## src/rtl/adc_serial_capture.sv

```systemverilog
// Serial ADC capture front end: frames cs_n/adclk for a 12-bit serial ADC,
// deserialises ad_in, rejects frames with a set null bit and sums groups of
// 2^AVG_LOG2 good samples into volt.
module adc_serial_capture #(
  parameter int unsigned CLK_DIV    = 4,
  parameter int unsigned FRAME_BITS = 16,
  parameter int unsigned LEAD_BITS  = 3,
  parameter int unsigned DATA_BITS  = 12,
  parameter int unsigned GAP_CYC    = 32,
  parameter int unsigned AVG_LOG2   = 2
) (
  input  logic                 clk,
  input  logic                 rst,
  input  logic                 en,
  input  logic                 ad_in,
  output logic                 adclk,
  output logic                 cs_n,
  output logic [DATA_BITS-1:0] sample,
  output logic                 sample_vld,
  output logic                 frame_err,
  output logic [15:0]          volt,
  output logic                 volt_vld
);

  localparam int unsigned DivW = (CLK_DIV > 1) ? $clog2(CLK_DIV) : 1;
  localparam int unsigned BitW = (FRAME_BITS > 1) ? $clog2(FRAME_BITS) : 1;
  localparam int unsigned GapW = (GAP_CYC > 1) ? $clog2(GAP_CYC) : 1;
  localparam int unsigned SumW = DATA_BITS + AVG_LOG2;
  localparam int unsigned CntW = AVG_LOG2 + 1;

  localparam logic [DivW-1:0] DivLast   = DivW'(CLK_DIV - 1);
  localparam logic [BitW-1:0] NullIdx   = BitW'(LEAD_BITS - 1);
  localparam logic [BitW-1:0] DataFirst = BitW'(LEAD_BITS);
  localparam logic [BitW-1:0] DataLast  = BitW'(LEAD_BITS + DATA_BITS - 1);
  localparam logic [BitW-1:0] BitLast   = BitW'(FRAME_BITS - 1);
  localparam logic [GapW-1:0] GapLast   = GapW'(GAP_CYC - 1);
  localparam logic [CntW-1:0] AccLast   = CntW'((1 << AVG_LOG2) - 1);

  typedef enum logic [2:0] {StIdle, StSetup, StShift, StDone, StGap} state_e;

  state_e               state_q, state_d;
  logic [DivW-1:0]      div_q, div_d;
  logic [BitW-1:0]      bit_q, bit_d;
  logic [GapW-1:0]      gap_q, gap_d;
  logic                 adclk_q, adclk_d;
  logic [1:0]           sync_q, sync_d;
  logic [DATA_BITS-1:0] shift_q, shift_d;
  logic                 null_q, null_d;
  logic [DATA_BITS-1:0] sample_q, sample_d;
  logic                 sample_vld_q, sample_vld_d;
  logic                 frame_err_q, frame_err_d;
  logic [SumW-1:0]      acc_q, acc_d;
  logic [CntW-1:0]      acc_n_q, acc_n_d;
  logic [15:0]          volt_q, volt_d;
  logic                 volt_vld_q, volt_vld_d;
  logic [SumW-1:0]      sum;

  // Next-state: framing FSM, bit capture, good-sample accumulation
  always_comb begin
    state_d      = state_q;
    div_d        = div_q;
    bit_d        = bit_q;
    gap_d        = gap_q;
    adclk_d      = adclk_q;
    sync_d       = {sync_q[0], ad_in};
    shift_d      = shift_q;
    null_d       = null_q;
    sample_d     = sample_q;
    sample_vld_d = 1'b0;
    frame_err_d  = 1'b0;
    acc_d        = acc_q;
    acc_n_d      = acc_n_q;
    volt_d       = volt_q;
    volt_vld_d   = 1'b0;
    sum          = acc_q + SumW'(shift_q);

    unique case (state_q)
      StIdle: begin
        div_d = '0;
        if (en) state_d = StSetup;
      end
      StSetup: begin
        if (div_q == DivLast) begin
          div_d   = '0;
          bit_d   = '0;
          state_d = StShift;
        end else begin
          div_d = div_q + 1'b1;
        end
      end
      StShift: begin
        if (div_q == DivLast) begin
          div_d   = '0;
          adclk_d = ~adclk_q;
          // adclk high here means this is the falling edge: take one bit
          if (adclk_q) begin
            if (bit_q == NullIdx) begin
              null_d = sync_q[1];
            end else if (bit_q >= DataFirst && bit_q <= DataLast) begin
              shift_d = {shift_q[DATA_BITS-2:0], sync_q[1]};
            end
            if (bit_q == BitLast) state_d = StDone;
            else                  bit_d   = bit_q + 1'b1;
          end
        end else begin
          div_d = div_q + 1'b1;
        end
      end
      StDone: begin
        gap_d   = '0;
        state_d = StGap;
        if (!null_q) begin
          sample_d     = shift_q;
          sample_vld_d = 1'b1;
          if (acc_n_q == AccLast) begin
            volt_d     = 16'(sum);
            volt_vld_d = 1'b1;
            acc_d      = '0;
            acc_n_d    = '0;
          end else begin
            acc_d   = sum;
            acc_n_d = acc_n_q + 1'b1;
          end
        end else begin
          frame_err_d = 1'b1;
        end
      end
      StGap: begin
        if (gap_q == GapLast) begin
          div_d   = '0;
          state_d = en ? StSetup : StIdle;
        end else begin
          gap_d = gap_q + 1'b1;
        end
      end
      default: state_d = StIdle;
    endcase
  end

  // State registers with synchronous active-high reset
  always_ff @(posedge clk) begin
    if (rst) begin
      state_q      <= StIdle;
      div_q        <= '0;
      bit_q        <= '0;
      gap_q        <= '0;
      adclk_q      <= 1'b0;
      sync_q       <= '0;
      shift_q      <= '0;
      null_q       <= 1'b0;
      sample_q     <= '0;
      sample_vld_q <= 1'b0;
      frame_err_q  <= 1'b0;
      acc_q        <= '0;
      acc_n_q      <= '0;
      volt_q       <= '0;
      volt_vld_q   <= 1'b0;
    end else begin
      state_q      <= state_d;
      div_q        <= div_d;
      bit_q        <= bit_d;
      gap_q        <= gap_d;
      adclk_q      <= adclk_d;
      sync_q       <= sync_d;
      shift_q      <= shift_d;
      null_q       <= null_d;
      sample_q     <= sample_d;
      sample_vld_q <= sample_vld_d;
      frame_err_q  <= frame_err_d;
      acc_q        <= acc_d;
      acc_n_q      <= acc_n_d;
      volt_q       <= volt_d;
      volt_vld_q   <= volt_vld_d;
    end
  end

  assign cs_n       = !(state_q == StSetup || state_q == StShift);
  assign adclk      = adclk_q;
  assign sample     = sample_q;
  assign sample_vld = sample_vld_q;
  assign frame_err  = frame_err_q;
  assign volt       = volt_q;
  assign volt_vld   = volt_vld_q;

endmodule
```

## config.mk

```make
export PLATFORM = sky130hd
export DESIGN_NAME = adc_serial_capture
export DESIGN_NICKNAME = d
export VERILOG_FILES = /design/src/rtl/adc_serial_capture.sv
export SDC_FILE = /design/constraint.sdc
export NUM_CORES = 1
export LEC_CHECK = 0
export CAP_MARGIN = 10
export CELL_PAD_IN_SITES_DETAIL_PLACEMENT = 1
export CELL_PAD_IN_SITES_GLOBAL_PLACEMENT = 1
export CORE_MARGIN = 3
export CORE_UTILIZATION = 30
export CTS_CLUSTER_DIAMETER = 40
export DETAILED_ROUTE_END_ITERATION = 8
export PLACE_DENSITY_LB_ADDON = 0.1
export SETUP_SLACK_MARGIN = 0.3
export SYNTH_ARGS = -nofsm -noshare
export SYNTH_HDL_FRONTEND = slang
export SYNTH_SLANG_ARGS = --single-unit
```

## constraint.sdc

```tcl
create_clock -name clk -period 4.2 [get_ports clk]
set_input_delay 1.26 -clock clk [delete_from_list [all_inputs] [get_ports clk]]
set_output_delay 1.26 -clock clk [all_outputs]
set_load 0.02 [all_outputs]
```

After elaboration in Yosys (flattened, before gate mapping)
Index checks and enable logic that the tools add are counted.
Widths: inputs -> output; s select.
{ "word_totals": {"inputBits": 4, "reg_bits": 76} }
{ "classes": {"muxes": 23, "n_reduce_logical": 19, "add_sub_neg": 5, "eq_ne": 17, "n_lt_le_gt_ge": 2, "n_bitwise": 4} }
{ "ops": {"columns": ["operator", "count"], "rows": [
  ["$mux 3", 7],
  ["$mux 4", 4],
  ["$ne 2x2->1 const B", 8],
  ["$pmux 3 s5", 1],
  ["$add 14x12->14", 1],
  ["$mux 14", 1],
  ["$pmux 5 s2", 1],
  ["$reduce_and 5->1", 2],
  ["$eq 3x2->1 const B", 3],
  ["$pmux 4 s2", 1],
  ["$reduce_and 2->1", 4],
  ["$pmux 2 s3", 1],
  ["$reduce_and 6->1", 1],
  ["$add 5x1->5 const B", 1],
  ["$eq 5x5->1 const B", 1],
  ["$mux 5", 1],
  ["$add 4x1->4 const B", 1],
  ["$eq 4x2->1 const B", 1],
  ["$eq 4x4->1 const B", 1],
  ["$ge 4x2->1 const B", 1],
  ["$le 4x4->1 const B", 1],
  ["$mux 1", 4],
  ["$mux 2", 2],
  ["$not 1->1", 4],
  ["other kinds (15)", 17]
]} }

Longest topological paths before layout
Gate-level depths: netlist of run 1.
{ "logic_depth": {"ltp_word": 5, "ltp_mapped": 9, "ltp_nobuf": 9} }

Least setup slack after synthesis of run 1
No wires, ideal clock.
{ "synth_path": {"path_kind": "register -> output", "start": "reg state_q[1]", "end": "out cs_n", "stages_incl_launch_ff": 4, "setup_slack_ns": 1.822, "arrival_ns": 1.118, "t_required_ns": 2.940, "path_cell_list": "dfxtp_1 buf_2 and2b_1 o21bai_1"} }
{ "synth_between": {"elab_chain_len": 3} }
{ "synth_lines": {"columns": ["element", "line_no", "rtl"], "rows": [
  ["start: declaration", "41", "state_e state_q, state_d;"],
  ["start signal: assignment", "143", "state_q <= StIdle;"],
  ["start signal: assignment", "159", "state_q <= state_d;"],
  ["$eq 3x1->1 / $eq 3x2->1 (equally long branches)", "177", "assign cs_n = !(state_q == StSetup || state_q == StShift);"],
  ["$logic_or 1x1->1 *", "177", null],
  ["$logic_not 1->1 *", "177", null],
  ["end: declaration", "17", "output logic cs_n,"]
]} }
Every way passes the cells marked *; elsewhere a longest branch is shown, timed or not.

Worst setup path after layout of run 1
Ends and elaborated chain as after synthesis.

==> run summary, run 1 <==
Status = complete, no violations
Reg2Reg Setup Slack = 1620 ps
CTS max path bufs = 2
Register area share after synthesis = 0.428
Compound-cell area share of the yosys netlist = 0.163
# DRC = 0
Clock sink count = 76
CP Data Required Time = 2940 ps
Worst hold slack = 447 ps
Worst-path cell chain = and2b_1 -> o21bai_1 -> clkdlybuf4s50_1
Die area = 13200 um2
Area grow syn2layout = 19.6%
Hold Path Sink = acc_n_q[2]
Detailed placement HPWL = 6.43 mm
Max Cap Viol = 0
Top post-synthesis cells by area = dfxtp_1, nand2_1, ha_1
Setup repair after global routing missed its margin = false
Setup crit start kind = flip-flop
Antenna violations before repair = 0
Total global-route track usage = 0.150
Vias in the first global route = 3094
Hold Path Depth = 2
Worst path slowest cell = clkdlybuf4s50_1
CTS resizes = 0
Area occupied by multi-input gates = 1890 um2
EDFF count, synth = 0
Clock Latency Late Sink = 330 ps
Antenna Violating Nets Remaining = 0
Final number of setup-violating endpoints = 0
Largest family of logic cells by synthesized area = simple AND/OR/NAND/NOR gates
Post-Route Skew = 4.41 ps
Maximum vdd drop = 0.142 mV
Setup bufs post-CTS = 0
CTS root buf = clkbuf_16
Slew at the pin with the worst max-slew slack = 816 ps
Area share of the leading cell type in the synthesized netlist = 0.428
Core area = 11500 um2
Mapped Cells = 419
Slew margin rel. = 0.456
Routed wire length per instance = 15.5 um
Post-synthesis cell area = 3560 um2
Starting Density = 0.309
Inserted Clock Buffers = 9
Final Core Density = 0.369
ANT cells = 0
Htree depth = 3
First-pass DRT Iterations = 4
Die Span Y = 115 um
Max Freq = 0.307 GHz
XOR/XNOR share of the synthesized area = 0.0369
Sequential standard cell area = 1520 um2
Synth top cells by count = dfxtp_1, nand2_1, nor2_1
Layout Cells excl Fill = 590
Cell Pwr Density = 349 nW/um2
Share of flip-flops with an asynchronous set or reset = 0
Row count = 39
Reg2Reg Depth = 9
Filler instances = 1367
Placed insts = 575
Final Slew Violations = 0
Worst path bufs/invs = 1
Unique masters post-synth = 58
Dominant cell type by area after synthesis = dfxtp_1
Placer Congestion = 0.785
Layout cell share with drive strength beyond 1 = 0.0492
Mux cell area share after synthesis = 0.0457
Initial DRC count = 108
Minimum clock period = 3260 ps
Detailed-route via count = 2999
Most used DFF post-synth = dfxtp_1
Hold buffers post-CTS = 0
Hold WC Path Type = reg2reg
CTS tree = yes
Arr. time, crit path = 2000 ps
Worst Path Max Fanout = 12
Gr ovfl total = 0
CP top delay family = buffers and inverters
Clock transition at path regs = 60 ps
Nets = 466
Simple logic cell fraction of the synthesized area = 0.214
Final wirelength = 9.15 mm
Post-Synth Adder-Cell Area = 0.0690
Mean Syn Cell Area = 8.49 um2
Worst setup EP type = output pin
Ports = 37
Leakage power = 0.00159 uW
Fin Setup TNS = 0 ps
Reg2reg end = acc_q[12]
Kind of critical path = reg2out
CP Launch Point = state_q[1]
Top-count cell post-synth = dfxtp_1
Register bit total from synthesis = 76
Worst Hold Launch = acc_n_q[2]
First-pass GRT wire length = 15.6 mm
I/O Buffers = 34
Via-to-Cell Ratio = 5.08
Crit-path max cell delay = 640 ps
Final period utilization = 0.775
Final Hold Fails = 0
Largest net degree at the start of global routing = 42
R2r startpoint = shift_q[0]
Synthesis Warnings = 0
Die W = 115 um
through the flow:
stage	power, uW	area (um2)	worst slack (ps)
after floorplan	772	3560	1820
after global placement	781	3980	1300
after detailed placement	782	3980	1280
after CTS	1510	4250	938
after global routing	1550	4250	834
final	1480	4250	945
per-layer routing:
layer	part of all wire	GRT usage	up-vias
li1	-	-	1506
met1	0.50	0.200	1440
met2	0.45	0.235	40
met3	0.028	0.0295	13
met4	0.020	0.0665	0
met5	0	0	-
layout make-up:
class	count	share of cell area
multi-input cells	309	0.444
flip-flops and latches	76	0.358
repair buffers	37	0.0841
clock buffers	13	0.0612
well taps	143	0.0421
inverters	10	0.00883
clock inverters	2	0.00235
flip-flops by register name, indices dropped and copies added, names as in the netlist:
name        count
frame_err       1
acc_n_q         3
volt           14
gap_q           5
state_q         3
acc_q          14
sample_vld      1
bit_q           4
shift_q        12
sync_q          2
volt_vld        1
null_q          1
div_q           2
sample         12
adclk           1
cells by family after synthesis:
kind of cell,count (synthesis)
AND/OR/NAND/NOR,167
AO/OA/AOI/OAI,90
flip-flops,76
buffers and inverters,35
adder cells (fa/ha/maj),19
multiplexers,16
XOR/XNOR,15
other,1
how the worst max path moves through the flow:
stage,to,slack [ps],cells past startpoint
6_report,cs_n,940,3
5_1_grt,cs_n,830,3
4_1_cts,cs_n,940,3
3_5_place_dp,volt[11],1280,4
3_3_place_gp,volt[11],1300,4
2_1_floorplan,cs_n,1820,3
cell usage in the layout (no fill, tap or decap), drive strengths merged, types with 3 or more instances in the layout:
cell           instances
dfxtp                 76
nand2                 65
nor2                  46
a21oi                 37
clkdlybuf4s50         33
ha                    18
mux2i                 14
nand3                 13
clkbuf                13
o21ai                 11
inv                   10
xor2                  10
nor3                   8
a211oi                 7
nor2b                  6
and3                   6
a21o                   5
xnor2                  5
nand4                  5
a22oi                  4
buf                    4
nand2b                 3
or3                    3
o21a                   3
o31ai                  3
o32ai                  3
report_power, final:
group          internal (uW)  switching [uW]
sequential               725            5.49
combinational           10.6            24.5
clock                    427             290
total                   1160             320
worst reg2reg max path, delay by kind of cell (launching register included):
family                     cells  cell delay, ps
DFF                            1             400
buffers and inverters          1              60
AOI/OAI and AO/OA              4             820
adders and majority gates      2             610
and+or+nand+nor                2             620
No activity file was read; power rests on OpenSTA's default activity.
==> inputs of run 2 (changes only) <==
clock period = 2.6 ns   (was 4.2 ns; I/O delays follow)
==> run summary, run 2 (same netlist as run 1, synthesis figures left out) <==
Initial DRC count = 84 (was 108)
Area grow syn2layout = 24.3% (was 19.6%)
Fin Setup TNS = 0 ps (unchanged)
Max Freq = 0.451 GHz
Switching power = 522 uW (was 320 uW)
Status = complete, no violations (unchanged)
Commonest non-fill, non-tap cell in the layout = dfxtp_1 (unchanged)
ANT cells = 0 (unchanged)
Final period utilization = 0.852
CTS tree = yes (unchanged)
Post-route cell area = 4420 um2 (was 4250 um2)
Row count = 39 (unchanged)
CP Data Required Time = 1820 ps (was 2940 ps)
Die area = 13200 um2 (unchanged)
Minimum clock period = 2220 ps
Worst-path cell chain = and2b_2 -> o21bai_1 -> clkdlybuf4s15_2 (was and2b_1 -> o21bai_1 -> clkdlybuf4s50_1)
Maximum vdd drop = 0.376 mV (was 0.142 mV)
Worst Path Max Fanout = 7 (was 12)
Detailed-route via count = 3017 (was 2999)
Inserted Clock Buffers = 9 (unchanged)
I/O Buffers = 34 (unchanged)
Layout cell share with drive strength beyond 1 = 0.107 (was 0.0492)
Final Slew Violations = 0 (unchanged)
Antenna Violating Nets Remaining = 0 (unchanged)
Hold WC Path Type = reg2reg (unchanged)
First-pass DRT Iterations = 4 (unchanged)
Kind of critical path = reg2out (unchanged)
Final number of setup-violating endpoints = 0 (unchanged)
Routed wire length per instance = 15.4 um (was 15.5 um)
Total design power = 2480 uW (was 1480 uW)
Final Hold Fails = 0 (unchanged)
Combinational power share = 0.025 (was 0.024)
First-pass GRT wire length = 15.9 mm (was 15.6 mm)
Htree depth = 3 (unchanged)
Gr ovfl total = 0 (unchanged)
Setup crit start kind = flip-flop (unchanged)
Arr. time, crit path = 1440 ps (was 2000 ps)
Cell Pwr Density = 560 nW/um2 (was 349 nW/um2)
Placed Area = 4060 um2 (was 3980 um2)
Clock sink count = 76 (unchanged)
Detailed placement HPWL = 6.60 mm (was 6.43 mm)
Clock share of power = 0.499 (was 0.484)
Sequential share of power = 0.476 (was 0.493)
Core area = 11500 um2 (unchanged)
Worst hold slack = 451 ps (was 447 ps)
Commonest non-fill, non-tap cells in the layout = dfxtp_1, nand2_1, nor2_1, a21oi_1, clkdlybuf4s50_1 (unchanged)
CTS max path bufs = 2 (unchanged)
Antenna violations before repair = 0 (unchanged)
Sw Share = 0.211 (was 0.216)
Vias in the first global route = 3116 (was 3094)
Int Power = 1950 uW (was 1160 uW)
Final Core Density = 0.384 (was 0.369)
Die Span Y = 115 um (unchanged)
Setup repair after global routing missed its margin = false (unchanged)
Crit-path max cell delay = 380 ps (was 640 ps)
Via-to-Cell Ratio = 5.01 (was 5.08)
Die W = 115 um (unchanged)
Post-Route Skew = 6.70 ps (was 4.41 ps)
Ports = 37 (unchanged)
Leakage power = 0.00168 uW (was 0.00159 uW)
Worst path slowest cell = dfxtp_2 (was clkdlybuf4s50_1)
Final wirelength = 9.30 mm (was 9.15 mm)
CTS root buf = clkbuf_16 (unchanged)
Starting Density = 0.309 (unchanged)
Nets = 478 (was 466)
Worst setup EP type = output pin (unchanged)
Max Cap Viol = 0 (unchanged)
# DRC = 0 (unchanged)
Clock transition at path regs = 60 ps (about the same)
Placer Congestion = 0.773 (was 0.785)
Total global-route track usage = 0.152 (was 0.150)
Largest net degree at the start of global routing = 41 (was 42)
Clock Latency Late Sink = 340 ps (was 330 ps)
[run 2: per-layer routing]
metal	global-route usage	vias to the layer above	routed length (um)
met5	0	-	0
met4	0.0556	0	149
met3	0.0342	11	238
met2	0.238	32	4190
met1	0.206	1440	4720
li1	-	1534	-
[run 2: timing repair]
item,in CTS,in global routing
setup buffers,1,1
pin swaps,2,4
hold endpoints to repair,0,0
setup endpoints to repair,2,6
resized for setup,8,12
hold buffers,0,0
gates cloned,0,0
[run 2: critical path, delay by kind of cell, from the launching register on]
kind                   cells  cell delay [ps]
AOI/OAI and AO/OA          1              170
buffers and inverters      1              280
DFF                        1              380
and+or+nand+nor            1              270
[run 2: power groups by stage]
stage,logic (uW),registers [uW],clock network [uW]
floorplan,48.8,1200,0
global placement,58.2,1200,0
detailed placement,59.1,1210,0
CTS,59.1,1180,1280
global route,67.7,1180,1340
finish,60.8,1180,1240
[run 2: metrics by stage]
stage / worst slack [ps] / instances
floorplan: 458 / 420
global placement: 321 / 585
detailed placement: 230 / 585
CTS: 301 / 601
global route: 302 / 602
finish: 385 / 602
[run 2: path summary, 6_finish.rpt]
path / cells after the start / endpoint / slack (ps) / startpoint
worst min-delay path: 2 / sample[9] / 450 / sample[9]
worst min register to register: 2 / sample[9] / 450 / sample[9]
worst max-delay path: 3 / cs_n / 380 / state_q[1]
worst max register to register: 7 / acc_q[13] / 420 / shift_q[1]
[run 2: layout make-up]
type	instances	area [um2]
clock buffer	13	250
clock inverter	2	35.0
multi-input combinational	309	1940
tap	143	179
sequential	76	1530
timing repair buffer	49	449
inverter	10	37.5
fill	1366	7100
==> inputs of run 3 (changes only) <==
--- a/config.mk
+++ b/config.mk
@@ -16,2 +16,3 @@
 export SETUP_SLACK_MARGIN = 0.3
+export SKIP_CTS_REPAIR_TIMING = 1
 export SYNTH_ARGS = -nofsm -noshare
==> constraint.sdc (replaced) <==
create_clock -name clk -period 2.85 [get_ports clk]
set_input_delay 0.4275 -clock clk [delete_from_list [all_inputs] [get_ports clk]]
set_output_delay 0.4275 -clock clk [all_outputs]
set_load 0.02 [all_outputs]
==> run summary, run 3 (same netlist as run 1, synthesis figures left out) <==
Worst path bufs/invs = 1 (unchanged)
Fin Setup TNS = 0 ps (unchanged)
Final number of setup-violating endpoints = 0 (unchanged)
Clock share of power = 0.544 (was 0.499)
Clock sink count = 76 (unchanged)
Arr. time, crit path = 1930 ps (was 1440 ps)
Nets = 471 (was 478)
Setup crit start kind = flip-flop (unchanged)
Placer Congestion = 0.795 (was 0.773)
Initial DRC count = 83 (was 84)
Total design power = 2470 uW (was 2480 uW)
Die Span Y = 115 um (unchanged)
Core area = 11500 um2 (unchanged)
Worst Path Max Fanout = 12 (was 7)
Area occupied by multi-input gates = 1890 um2 (was 1940 um2)
Fin worst setup slack = 496 ps (was 385 ps)
Row count = 39 (unchanged)
Sequential standard cell area = 1520 um2 (was 1530 um2)
Htree depth = 3 (unchanged)
Layout cell share with drive strength beyond 1 = 0.0662 (was 0.107)
Worst Hold Launch = sample[9] (unchanged)
Largest net degree at the start of global routing = 75 (was 41)
Worst slack, placed = 492 ps (was 230 ps)
Vias in the first global route = 2998 (was 3116)
CTS root buf = clkbuf_16 (unchanged)
Commonest non-fill, non-tap cell in the layout = dfxtp_1 (unchanged)
CTS tree = yes (unchanged)
First-pass DRT Iterations = 4 (unchanged)
Antenna Violating Nets Remaining = 0 (unchanged)
Routed wire length per instance = 15.4 um (about the same)
Final period utilization = 0.826
Cell Pwr Density = 566 nW/um2 (was 560 nW/um2)
Crit-path max cell delay = 630 ps (was 380 ps)
Sequential share of power = 0.435 (was 0.476)
CP top delay family = buffers and inverters (was flip-flops)
Final Core Density = 0.380 (was 0.384)
Final wirelength = 9.17 mm (was 9.30 mm)
Ports = 37 (unchanged)
Total global-route track usage = 0.146 (was 0.152)
I/O Buffers = 34 (unchanged)
Commonest non-fill, non-tap cells in the layout = dfxtp_1, nand2_1, nor2_1, a21oi_1, clkdlybuf4s50_1 (unchanged)
Minimum clock period = 2350 ps
WP depth = 3 (unchanged)
Area grow syn2layout = 23.0% (was 24.3%)
Starting Density = 0.309 (unchanged)
Die W = 115 um (unchanged)
CP Data Required Time = 2420 ps (was 1820 ps)
Gr ovfl total = 0 (unchanged)
Hold Path Depth = 2 (unchanged)
Setup repair after global routing missed its margin = false (unchanged)
Die area = 13200 um2 (unchanged)
Filler instances = 1351 (was 1366)
Inserted Clock Buffers = 9 (unchanged)
Combinational power share = 0.021 (was 0.025)
Reg2Reg Depth = 9 (was 7)
First-pass GRT wire length = 15.2 mm (was 15.9 mm)
Detailed placement HPWL = 6.38 mm (was 6.60 mm)
Int Power = 1990 uW (was 1950 uW)
Worst-path cell chain = and2b_1 -> o21bai_1 -> clkdlybuf4s50_1 (was and2b_2 -> o21bai_1 -> clkdlybuf4s15_2)
Worst setup EP type = output pin (unchanged)
Clock Latency Late Sink = 340 ps (about the same)
Max Cap Viol = 0 (unchanged)
Via-to-Cell Ratio = 5.06 (was 5.01)
R2r startpoint = shift_q[0] (was shift_q[1])
Status = complete, no violations (unchanged)
Maximum vdd drop = 0.230 mV (was 0.376 mV)
Antenna violations before repair = 0 (unchanged)
Worst path slowest cell = clkdlybuf4s50_1 (was dfxtp_2)
Final Slew Violations = 0 (unchanged)
Worst hold slack = 452 ps (was 451 ps)
Kind of critical path = reg2out (unchanged)
Max Freq = 0.425 GHz
Post-Route Skew = 4.96 ps (was 6.70 ps)
Slew margin rel. = 0.463
CTS max path bufs = 2 (unchanged)
Slew at the pin with the worst max-slew slack = 805 ps
Hold WC Path Type = reg2reg (unchanged)
CP Launch Point = state_q[1] (unchanged)
Detailed-route via count = 3018 (was 3017)
Clock transition at path regs = 60 ps (about the same)
Leakage power = 0.00165 uW (was 0.00168 uW)
Switching power = 488 uW (was 522 uW)
ANT cells = 0 (unchanged)
Final Hold Fails = 0 (unchanged)
Sw Share = 0.197 (was 0.211)
# DRC = 0 (unchanged)
## run 3: cell count changes in the layout (fill, tap and decap cells not counted), moves of 2 or more
cell,delta
bufinv_16,+2
dfxtp_2,-3
clkbuf_1,-2
buf_4,-7
ha_1,+2
dfxtp_1,+4
## run 3: stage by stage
step,cell area [um2],std cells
after global routing,4370,596
after floorplan,3560,420
after detailed placement,4010,579
final,4370,596
after global placement,4010,579
after CTS,4360,595
## run 3: layout make-up
type | instances | area share
sequential | 76 | 0.348
clock buffer | 12 | 0.0587
timing repair buffer | 42 | 0.0904
multi-input combinational | 309 | 0.431
tap | 143 | 0.0409
clock inverter | 4 | 0.0217
inverter | 10 | 0.00858
## run 3: final timing paths
path | end | slack, ps
setup / recovery | cs_n | 500
hold / removal | sample[9] | 450
setup reg to reg | acc_q[12] | 530
hold reg to reg | sample[9] | 450
## run 3: power by group through the flow
stage	Combinational, uW	Clock [uW]	Sequential [uW]
finish	51.4	1350	1080
global route	58.1	1430	1080
CTS	52.7	1390	1080
detailed placement	52.0	0	1100
global placement	52.1	0	1100
floorplan	44.5	0	1090
## run 3: metal layers
layer | GRT usage | part of all wire | wire length (um)
met4 | 0.0610 | 0.018 | 163
met3 | 0.0295 | 0.025 | 230
met2 | 0.231 | 0.46 | 4210
met1 | 0.194 | 0.50 | 4570
met5 | 0 | 0 | 0
## run 3: worst reg2reg max path, cell delays in order, from the launching register on
cell and delay [ps]:
dfxtp_1 390, ha_1 190, inv_1 60, fa_1 390
and2b_1 240, o2111ai_1 130, a21boi_1 190, o22ai_1 150
or3_1 360, a31oi_1 150
